--- config.mk ---
export PLATFORM = sky130hd
export DESIGN_NAME = cpu_ctrl_fsm_flat
export DESIGN_NICKNAME = d
export VERILOG_FILES = /design/src/rtl/cpu_ctrl_pkg.sv /design/src/rtl/cpu_ctrl_if.sv /design/src/rtl/cpu_ctrl_decode.sv /design/src/rtl/cpu_ctrl_fsm.sv /design/src/flat_wrapper.sv
export SDC_FILE = /design/constraint.sdc
export NUM_CORES = 1
export LEC_CHECK = 0
export CAP_MARGIN = 20
export CORE_MARGIN = 4
export CORE_UTILIZATION = 33
export CTS_CLUSTER_DIAMETER = 30
export DETAILED_ROUTE_END_ITERATION = 12
export PLACE_DENSITY = 0.67
export SKIP_LAST_GASP = 1
export SLEW_MARGIN = 20
export SYNTH_ARGS = -nofsm -noshare
export SYNTH_HDL_FRONTEND = slang
export SYNTH_SLANG_ARGS = --single-unit
--- constraint.sdc ---
create_clock -name clk -period 1.4 [get_ports clk]
set_clock_uncertainty 0.15 [all_clocks]
set_input_delay 0.35 -clock clk [delete_from_list [all_inputs] [get_ports clk]]
set_output_delay 0.35 -clock clk [all_outputs]
set_load 0.005 [all_outputs]
--- src/rtl/cpu_ctrl_pkg.sv ---
// cpu_ctrl_pkg: shared types and helpers for the cpu_ctrl_fsm fetch/decode/execute controller.
// Revision: 1.0
`default_nettype none

package cpu_ctrl_pkg;

  typedef enum logic [3:0] {
    S_IDLE     = 4'd0,
    S_FETCH    = 4'd1,
    S_DECODE   = 4'd2,
    S_EXEC     = 4'd3,
    S_ALU_WAIT = 4'd4,
    S_WB       = 4'd5,
    S_WB2      = 4'd6,
    S_HALT     = 4'd7
  } state_t;

  typedef enum logic [1:0] {
    OPC_ONE  = 2'b00,
    OPC_ADD  = 2'b01,
    OPC_SUB  = 2'b10,
    OPC_SWAP = 2'b11
  } opc_t;

  typedef enum logic [2:0] {
    ONE_NOP  = 3'b000,
    ONE_INC  = 3'b001,
    ONE_DEC  = 3'b010,
    ONE_NOT  = 3'b011,
    ONE_HALT = 3'b111
  } one_sub_t;

  typedef enum logic [2:0] {
    ALU_ADD = 3'd0,
    ALU_SUB = 3'd1,
    ALU_INC = 3'd2,
    ALU_DEC = 3'd3,
    ALU_NOT = 3'd4
  } alu_op_t;

  typedef enum logic [1:0] {
    CLS_NOP  = 2'd0,
    CLS_ALU  = 2'd1,
    CLS_SWAP = 2'd2,
    CLS_HALT = 2'd3
  } cls_t;

  function automatic logic [31:0] sat_inc32(input logic [31:0] v);
    return (&v) ? v : v + 32'd1;
  endfunction

endpackage

`default_nettype wire

--- src/rtl/cpu_ctrl_if.sv ---
// cpu_ctrl_if: instruction-memory, register-file and ALU handshake bundle of the controller.
// Revision: 1.0
`default_nettype none

interface cpu_ctrl_if #(
  parameter int REG_AW = 3,
  parameter int OPC_W  = 2,
  parameter int PC_W   = 8
);
  import cpu_ctrl_pkg::*;

  localparam int INSTR_W = OPC_W + 2 * REG_AW;

  logic               imem_req;
  logic [PC_W-1:0]    imem_addr;
  logic               imem_valid;
  logic [INSTR_W-1:0] imem_rdata;
  logic [REG_AW-1:0]  rf_addr_a;
  logic [REG_AW-1:0]  rf_addr_b;
  logic               rf_we_a;
  logic               rf_we_b;
  alu_op_t            alu_op;
  logic               alu_start;
  logic               alu_done;
  logic               alu_zero;

  modport master (
    output imem_req, imem_addr, rf_addr_a, rf_addr_b, rf_we_a, rf_we_b, alu_op, alu_start,
    input  imem_valid, imem_rdata, alu_done, alu_zero
  );

  modport slave (
    input  imem_req, imem_addr, rf_addr_a, rf_addr_b, rf_we_a, rf_we_b, alu_op, alu_start,
    output imem_valid, imem_rdata, alu_done, alu_zero
  );

endinterface

`default_nettype wire

--- src/rtl/cpu_ctrl_decode.sv ---
// cpu_ctrl_decode: combinational opcode/sub-op decode into ALU function and instruction class.
// Revision: 1.0
`default_nettype none

module cpu_ctrl_decode
  import cpu_ctrl_pkg::*;
#(
  parameter int REG_AW = 3,
  parameter int OPC_W  = 2
) (
  input  logic [OPC_W-1:0]  opc,
  input  logic [REG_AW-1:0] rb,
  output alu_op_t           alu_op,
  output cls_t              cls,
  output logic              is_halt,
  output logic              is_nop
);

  always_comb begin
    alu_op  = ALU_ADD;
    cls     = CLS_NOP;
    is_halt = 1'b0;
    is_nop  = 1'b0;
    case (opc)
      OPC_W'(OPC_ADD): begin
        cls    = CLS_ALU;
        alu_op = ALU_ADD;
      end
      OPC_W'(OPC_SUB): begin
        cls    = CLS_ALU;
        alu_op = ALU_SUB;
      end
      OPC_W'(OPC_SWAP): begin
        cls = CLS_SWAP;
      end
      OPC_W'(OPC_ONE): begin
        // The rb field carries the sub-op; undefined codes behave as NOP
        case (rb)
          REG_AW'(ONE_INC): begin
            cls    = CLS_ALU;
            alu_op = ALU_INC;
          end
          REG_AW'(ONE_DEC): begin
            cls    = CLS_ALU;
            alu_op = ALU_DEC;
          end
          REG_AW'(ONE_NOT): begin
            cls    = CLS_ALU;
            alu_op = ALU_NOT;
          end
          REG_AW'(ONE_HALT): begin
            cls     = CLS_HALT;
            is_halt = 1'b1;
          end
          default: begin
            cls    = CLS_NOP;
            is_nop = 1'b1;
          end
        endcase
      end
      default: begin
        cls    = CLS_NOP;
        is_nop = 1'b1;
      end
    endcase
  end

endmodule

`default_nettype wire

--- src/rtl/cpu_ctrl_fsm.sv ---
// cpu_ctrl_fsm: fetch/decode/execute controller owning PC, IR and zero flag; perf counters via CPU_CTRL_PERF_EN.
// Revision: 1.0
`default_nettype none

module cpu_ctrl_fsm
  import cpu_ctrl_pkg::*;
#(
  parameter int REG_AW = 3,
  parameter int OPC_W  = 2,
  parameter int PC_W   = 8
) (
  input  logic             clk,
  input  logic             rst_n,
  input  logic             run,
  cpu_ctrl_if.master       bus,
  output logic             flag_zero,
  output logic [PC_W-1:0]  pc,
  output logic [3:0]       state,
  output logic             halted
`ifdef CPU_CTRL_PERF_EN
  ,
  output logic [31:0]      cyc_cnt,
  output logic [31:0]      retired_cnt
`endif
);

  localparam int INSTR_W = OPC_W + 2 * REG_AW;

  state_t             r_state;
  state_t             w_next;
  logic [INSTR_W-1:0] r_ir;
  logic [PC_W-1:0]    r_pc;
  logic               r_flag;
  logic               w_alu_fin;
  alu_op_t            w_alu_op;
  cls_t               w_cls;
  logic               w_is_halt;
  logic               w_is_nop;

  cpu_ctrl_decode #(
    .REG_AW (REG_AW),
    .OPC_W  (OPC_W)
  ) u_decode (
    .opc     (r_ir[INSTR_W-1 -: OPC_W]),
    .rb      (r_ir[REG_AW-1:0]),
    .alu_op  (w_alu_op),
    .cls     (w_cls),
    .is_halt (w_is_halt),
    .is_nop  (w_is_nop)
  );

  always_ff @(posedge clk or negedge rst_n) begin
    if (!rst_n) begin
      r_state <= S_IDLE;
      r_ir    <= '0;
      r_pc    <= '0;
      r_flag  <= 1'b0;
    end else begin
      r_state <= w_next;
      if (r_state == S_FETCH && bus.imem_valid) begin
        r_ir <= bus.imem_rdata;
        r_pc <= r_pc + PC_W'(1);
      end
      if (w_alu_fin) begin
        r_flag <= bus.alu_zero;
      end
    end
  end

  always_comb begin
    w_next        = r_state;
    bus.imem_req  = 1'b0;
    bus.alu_start = 1'b0;
    bus.rf_we_a   = 1'b0;
    bus.rf_we_b   = 1'b0;
    w_alu_fin     = 1'b0;
    case (r_state)
      S_IDLE: begin
        if (run) w_next = S_FETCH;
      end
      S_FETCH: begin
        bus.imem_req = 1'b1;
        if (bus.imem_valid) w_next = S_DECODE;
      end
      S_DECODE: begin
        if (w_is_halt)             w_next = S_HALT;
        else if (w_is_nop)         w_next = run ? S_FETCH : S_IDLE;
        else if (w_cls == CLS_SWAP) w_next = S_WB;
        else                       w_next = S_EXEC;
      end
      S_EXEC: begin
        bus.alu_start = 1'b1;
        w_next        = S_ALU_WAIT;
      end
      S_ALU_WAIT: begin
        if (bus.alu_done) begin
          bus.rf_we_a = 1'b1;
          w_alu_fin   = 1'b1;
          w_next      = run ? S_FETCH : S_IDLE;
        end
      end
      // Two-step swap: A<=B first, then B<=old A held by the register file
      S_WB: begin
        bus.rf_we_a = 1'b1;
        w_next      = S_WB2;
      end
      S_WB2: begin
        bus.rf_we_b = 1'b1;
        w_next      = run ? S_FETCH : S_IDLE;
      end
      S_HALT: begin
        w_next = S_HALT;
      end
      default: begin
        w_next = S_IDLE;
      end
    endcase
  end

  assign bus.imem_addr = r_pc;
  assign bus.rf_addr_a = r_ir[2*REG_AW-1:REG_AW];
  assign bus.rf_addr_b = r_ir[REG_AW-1:0];
  assign bus.alu_op    = w_alu_op;
  assign flag_zero     = r_flag;
  assign pc            = r_pc;
  assign state         = r_state;
  assign halted        = (r_state == S_HALT);

`ifdef CPU_CTRL_PERF_EN
  logic [31:0] r_cyc_cnt;
  logic [31:0] r_retired_cnt;
  logic        w_retire;

  assign w_retire = (r_state == S_DECODE && (w_is_nop || w_is_halt)) ||
                    w_alu_fin || (r_state == S_WB2);

  always_ff @(posedge clk or negedge rst_n) begin
    if (!rst_n) begin
      r_cyc_cnt     <= '0;
      r_retired_cnt <= '0;
    end else begin
      if (r_state != S_IDLE && r_state != S_HALT) r_cyc_cnt <= sat_inc32(r_cyc_cnt);
      if (w_retire) r_retired_cnt <= sat_inc32(r_retired_cnt);
    end
  end

  assign cyc_cnt     = r_cyc_cnt;
  assign retired_cnt = r_retired_cnt;
`endif

endmodule

`default_nettype wire

--- src/flat_wrapper.sv ---
// flat-port wrapper written by rule: the top's interface ports become plain ports
module cpu_ctrl_fsm_flat import cpu_ctrl_pkg::*;
#(
  parameter int REG_AW = 3,
  parameter int OPC_W  = 2,
  parameter int PC_W   = 8
)
  (clk, rst_n, run, flag_zero, pc, state, halted, bus_imem_req, bus_imem_addr, bus_rf_addr_a, bus_rf_addr_b, bus_rf_we_a, bus_rf_we_b, bus_alu_op, bus_alu_start, bus_imem_valid, bus_imem_rdata, bus_alu_done, bus_alu_zero);
  cpu_ctrl_if #(.REG_AW(REG_AW), .OPC_W(OPC_W), .PC_W(PC_W)) bus_i ();
  input  logic clk;
  input  logic rst_n;
  input  logic run;
  output logic flag_zero;
  output logic [PC_W-1:0] pc;
  output logic [3:0] state;
  output logic halted;
  output wire logic [$bits(bus_i.imem_req)-1:0] bus_imem_req;
  output wire logic [$bits(bus_i.imem_addr)-1:0] bus_imem_addr;
  output wire logic [$bits(bus_i.rf_addr_a)-1:0] bus_rf_addr_a;
  output wire logic [$bits(bus_i.rf_addr_b)-1:0] bus_rf_addr_b;
  output wire logic [$bits(bus_i.rf_we_a)-1:0] bus_rf_we_a;
  output wire logic [$bits(bus_i.rf_we_b)-1:0] bus_rf_we_b;
  output wire logic [$bits(bus_i.alu_op)-1:0] bus_alu_op;
  output wire logic [$bits(bus_i.alu_start)-1:0] bus_alu_start;
  input wire logic [$bits(bus_i.imem_valid)-1:0] bus_imem_valid;
  input wire logic [$bits(bus_i.imem_rdata)-1:0] bus_imem_rdata;
  input wire logic [$bits(bus_i.alu_done)-1:0] bus_alu_done;
  input wire logic [$bits(bus_i.alu_zero)-1:0] bus_alu_zero;
  assign bus_imem_req = bus_i.imem_req;
  assign bus_imem_addr = bus_i.imem_addr;
  assign bus_rf_addr_a = bus_i.rf_addr_a;
  assign bus_rf_addr_b = bus_i.rf_addr_b;
  assign bus_rf_we_a = bus_i.rf_we_a;
  assign bus_rf_we_b = bus_i.rf_we_b;
  assign bus_alu_op = bus_i.alu_op;
  assign bus_alu_start = bus_i.alu_start;
  assign bus_i.imem_valid = bus_imem_valid;
  assign bus_i.imem_rdata = bus_imem_rdata;
  assign bus_i.alu_done = bus_alu_done;
  assign bus_i.alu_zero = bus_alu_zero;
  cpu_ctrl_fsm #(.REG_AW(REG_AW), .OPC_W(OPC_W), .PC_W(PC_W)) u_core (.clk(clk), .rst_n(rst_n), .run(run), .bus(bus_i), .flag_zero(flag_zero), .pc(pc), .state(state), .halted(halted));
endmodule
==> results.cfg, run 1 <==
[worst_setup_path]
crit_type = register to output pin
rr_startpoint = u_core.state[2]
start_kind = register
cp_common_cell = buf_6
worstPathCellList = buf_6, buf_6, xnor2_2, nor3_2, buf_2
endpoint_kind = output pin
ff2ff_setup_slack_ps = -310
max_stage_delay_ps = 400
cp_max_fo = 3
cp.arrival_ps = 1280
crit_required_ps = 900
r2r_end = u_core.bus.imem_addr[7]
r2r_cells = 7
slowest_stage = dfrtp_1

[synthesis]
yosysTopAreaCell = dfrtp_1
syn_area_um2 = 1186
synthesis.nets = 143
synth_top_area_share_pct = 42.19
synthFlopType = dfrtp_1
synth_most_common_cell = nand2_1
synthCells = 128
yosys-top-cells-count = 21 x nand2_1, 20 x dfrtp_1, 17 x buf_4
yosysWarnings = 0
avgSynthCellArea_um2 = 9.267
ys_ff_latch = 20
synth_area_leaders = dfrtp_1 42%, buf_4 11%, nand2_1 6.6%, xnor2_1 5.9%, mux2_2 3.8%
async_flop_share_pct = 100.0
yosys.cell_types.count = 36
ys_seq_area_share_pct = 42.19
synth_edf_count = 0

[clock_tree]
cts_tree = done
clkSinkCount = 20
clockBufferDepth = 2
cts.reportedPaths.clkPinSlew_ps = 100
h-tree-depth = 1
root_buffer = clkbuf_4
cts_buffers = 3
insertion_delay_ps = 300
hold_buffers = 0

[floorplanning]
die_y_um = 67.95
die_w_um = 67.95
dieArea_um2 = 4617
initial_core_util_pct = 34.73
io_pins = 49
coreArea_um2 = 3416
rows = 21

[status]
status = complete, but fails checks
violations = setup timing

[drt]
drc = 0
drt-total-wl_mm = 4.108
viasPerCell = 4.876
drt_iter0_drc = 53
firstDrtPassIters = 4
drt.antenna.violating_nets = 0
wl_per_cell_um = 15.39
num_vias = 1302

[power]
ir_drop_uv = 1118
power_mw = 4.855
p_leak_nw = 1.157
powerDensity_nw_per_um2 = 2083

[global_routing]
grt_max_degree = 21
grt-ovfl-total = 0
grt_pass1_vias = 1248
track_usage_pct = 16.30
grt_pass1_wl_mm = 5.733
grt_antenna_before_repair = 0

[layout]
fillers = 240
syn2layout_area_growth_pct = 96.52
final_layout_size_suffix_gt1_share_pct = 67.42
num_antenna_cells = 0
fin_nets = 238
fin_area_um2 = 2331
finalNonFillerCells = 267

[placement]
gp_congestion = 0.8418
port_buffers = 47
dp_cells = 227
placed_area_um2 = 1793
hpwl_mm = 2.310

[timing]
fin_setup_tns_ps = -8335
setup_viol = 41
rsz0062_at_grt = true
hold_viol = 0
fmax_ghz = 0.5626
maxSlewViolCount = 0
finalWorstSetupSlack_ps = -377.5
period_share_pct = 127.0
fin_hold_ws_ps = 229.8
period_minus_slack_ps = 1778

[flow_run]
drv_cap = 0

[hold_path]
hold_path.class = input port to asynchronous set/reset pin
where the power goes:
group	leakage (nW)	total [mW]	internal (mW)	switching, mW
combinational	0.894	3.59	2.14	1.45
clock	0.0138	0.264	0.100	0.164
sequential	0.249	0.999	0.813	0.186
total	1.16	4.86	3.05	1.80
logic make-up (layout without fill, tap and decap cells):
kind of cell / after synthesis / after routing / synth area share, %
AO/OA/AOI/OAI: 15 / 15 / 8.651
XOR/XNOR: 8 / 8 / 5.907
adder cells (fa/ha/maj): 1 / 1 / 1.055
buffers and inverters: 25 / 118 / 14.13
flip-flops: 20 / 20 / 42.19
multiplexers: 4 / 4 / 3.797
other: 1 / 1 / 0.3162
AND/OR/NAND/NOR: 54 / 54 / 23.94
area by class of cell:
cell class                 count  area, um2  area share, %
clock buffer                   3      22.52         0.9662
tap                           46      57.56          2.469
timing repair buffer         112       1008          43.26
inverter                       3      16.27         0.6978
multi-input combinational     83      721.9          30.97
sequential                    20      504.2          21.63
placed cells by master, fill, tap and decap left out, drive strengths merged, types with 2 or more instances in the layout:
master,Yosys,final
buf,20,93
nand2,21,21
dfrtp,20,20
clkdlybuf4s50,0,12
clkbuf,2,9
xnor2,8,8
nor3,5,5
and3,5,5
mux2,4,4
nand4,4,4
nor2,4,4
nor2b,4,4
a21oi,3,3
inv,3,3
or2,2,2
a31oi,2,2
nand3,2,2
o21ai,2,2
through the flow:
stage                     setup WS (ps)  utilization (%)
after global placement           -609.2            52.49
final                            -377.5            68.24
after floorplan                  -108.1                -
after detailed placement         -647.1            52.49
after global routing             -485.8            68.24
after CTS                        -401.6            62.97
worst max path at each step:
stage | to | slack (ps) | start
finish | bus_alu_op[1] | -380 | u_core.r_ir[1]
global route | bus_alu_op[1] | -490 | u_core.r_ir[1]
CTS | bus_alu_op[1] | -400 | u_core.r_ir[1]
detailed placement | bus_rf_we_a | -650 | bus_alu_done
global placement | bus_rf_we_a | -610 | bus_alu_done
floorplan | u_core.bus.imem_addr[4] | -110 | u_core.state[2]
flip-flops by register name, summed over array words and instances, names as in the netlist:
register / flops
u_core.bus.imem_addr: 8
u_core.flag_zero: 1
u_core.r_ir: 8
u_core.state: 3
routing by layer:
metal	share of wire, %	track usage (%)	up-vias
met4	1.2	2.978	0
met1	41	19.41	638
met3	5.3	4.433	6
met5	0	0	-
li1	-	-	612
met2	53	29.36	46
worst max-delay path: cells and delay by family, from the launching register on:
family | cells | cell delay, ps
XOR/XNOR | 1 | 120
flip-flops | 1 | 400
AND/OR/NAND/NOR | 1 | 100
buffers and inverters | 3 | 360
what timing repair did:
item	in CTS	in global routing
buffers inserted	30	15
setup endpoints to repair	51	44
gates resized for setup	180	55
pin swaps	19	17
(Power assumes the default switching activity.)
==> inputs of run 2 (changes only) <==
PLACE_DENSITY = default   (was 0.67)
PLACE_DENSITY_LB_ADDON = 0.15   (was default)
RECOVER_POWER = 25   (was default)
==> run 2 against run 1 <==
  * The run still ends with setup timing left
  * First-iteration DRC count fell by 5.7%
  * Die area did not move
  * Sequential share of layout area fell by 0.24 points
  * Worst setup slack got worse by 10 ps
  * Critical path depth rose by 1
  * Combinational power barely moved
  * Final area rose by 1.4%
  * Non-clock buffer count fell by 2
==> results.cfg, run 2 (synthesis results as in run 1) <==
[worst_setup_path]
cp.arrival_ps = 1860
crit_required_ps = 1470
start_kind = register
crit_type = register to register
cp_max_fo = 5
r2r_cells = 6
endpoint_kind = register

[clock_tree]
clkSinkCount = 20
root_buffer = clkbuf_4
h-tree-depth = 1
clockBufferDepth = 2
cts_buffers = 3
cts.reportedPaths.clkPinSlew_ps = 110
insertion_delay_ps = 300
cts_tree = done
hold_buffers = 0

[floorplanning]
io_pins = 49
die_w_um = 67.95
initial_core_util_pct = 34.73
dieArea_um2 = 4617
die_y_um = 67.95
rows = 21
coreArea_um2 = 3416

[layout]
final_common_cell = buf_6
mostFrequentLayoutCells = 48 x buf_6, 27 x buf_4, 17 x buf_2
final_layout_size_suffix_gt1_share_pct = 65.00
fillers = 257
syn2layout_area_growth_pct = 99.26
fin_nets = 236
num_antenna_cells = 0

[timing]
period_minus_slack_ps = 1788
setup_viol = 42
maxSlewViolCount = 0
maxSlewHeadroom_pct = 66.65
fmax_ghz = 0.5594
tightest_slew_ps = 500.2
fin_hold_ws_ps = 368.9
hold_viol = 0
finalWorstSetupSlack_ps = -387.5
fin_setup_tns_ps = -8952
period_share_pct = 127.7
rsz0062_at_grt = true

[power]
p_leak_nw = 1.144
powerDensity_nw_per_um2 = 2075
ir_drop_uv = 1004

[status]
violations = setup timing
status = complete, but fails checks

[drt]
drt.antenna.violating_nets = 0
num_vias = 1257
drc = 0
wl_per_cell_um = 14.36
viasPerCell = 4.726
drt_iter0_drc = 50
drt-total-wl_mm = 3.820
firstDrtPassIters = 4

[hold_path]
whs_path_depth = 1
hold_path.class = register to register

[global_routing]
grt-ovfl-total = 0
grt_max_degree = 21
grt_pass1_wl_mm = 5.175
grt_pass1_vias = 1157
track_usage_pct = 14.62
grt_antenna_before_repair = 0

[placement]
port_buffers = 47
hpwl_mm = 2.250
gp_congestion = 0.8379

[flow_run]
drv_cap = 0
==> run 2: path summary, 6_finish.rpt <==
kind                                                end             from  slack (ps)
worst min register to register           u_core.r_ir[5]   u_core.r_ir[5]         370
worst max-delay path            u_core.bus.imem_addr[3]  u_core.state[2]        -390
min in group asynchronous              u_core.flag_zero            rst_n         390
max in group asynchronous                u_core.r_ir[0]            rst_n         340
worst min-delay path                     u_core.r_ir[5]   u_core.r_ir[5]         370
worst max register to register  u_core.bus.imem_addr[3]  u_core.state[2]        -390
==> run 2: stage by stage <==
| stage | setup WS, ps | utilization (%) | cells | total power, mW | instance area [um2] |
|---|---|---|---|---|---|
| final | -387.5 | 69.19 | 266 | 4.905 | 2364 |
| after global routing | -448.9 | 69.19 | 266 | 5.234 | 2364 |
| after CTS | -381.9 | 62.93 | 264 | 4.276 | 2150 |
| after detailed placement | -622.0 | 53.74 | 231 | 3.312 | 1836 |
| after global placement | -617.7 | 53.74 | 231 | 3.280 | 1836 |
| after floorplan | -108.1 | - | 128 | 2.185 | 1216 |
==> run 2: worst max-delay path: stages, from the launching register on <==
cell       delay, ps
dfrtp_2          470
buf_6            130
buf_6            120
and4bb_2         370
clkbuf_16        170
nand4_1           90
xnor2_1          200
==> run 2: cell type report <==
class / instances / area (um2) / area share [%]
clock buffer: 4 / 36.28 / 1.535
inverter: 3 / 11.26 / 0.4764
multi-input combinational: 83 / 709.4 / 30.02
sequential: 20 / 505.5 / 21.39
tap: 46 / 57.56 / 2.435
timing repair buffer: 110 / 1044 / 44.15
==> run 2: what timing repair did <==
| item | in CTS | in global routing |
|---|---|---|
| gates resized for setup | 178 | 60 |
| setup endpoints to repair | 53 | 42 |
| cloned | 0 | 1 |
| buffers inserted | 31 | 10 |
| pin swaps | 9 | 32 |
==> run 2: routing by layer <==
layer  wire, um  track usage [%]  part of all wire (%)
met1       1499            17.78                    39
met2       2042            25.75                    53
met3        206            3.777                   5.4
met4         72            3.226                   1.9
met5          0                0                     0
==> run 2: where the power goes <==
part	leakage, nW	internal (mW)	switching, mW
clock	0.0210	0.159	0.176
combinational	0.875	2.19	1.39
sequential	0.248	0.814	0.178
==> inputs of run 3 (changes only) <==
CAP_MARGIN = 40   (was 20)
SLEW_MARGIN = 40   (was 20)
==> results of run 3 <==
Final layout, timing and power as in run 2 (identical DEF).
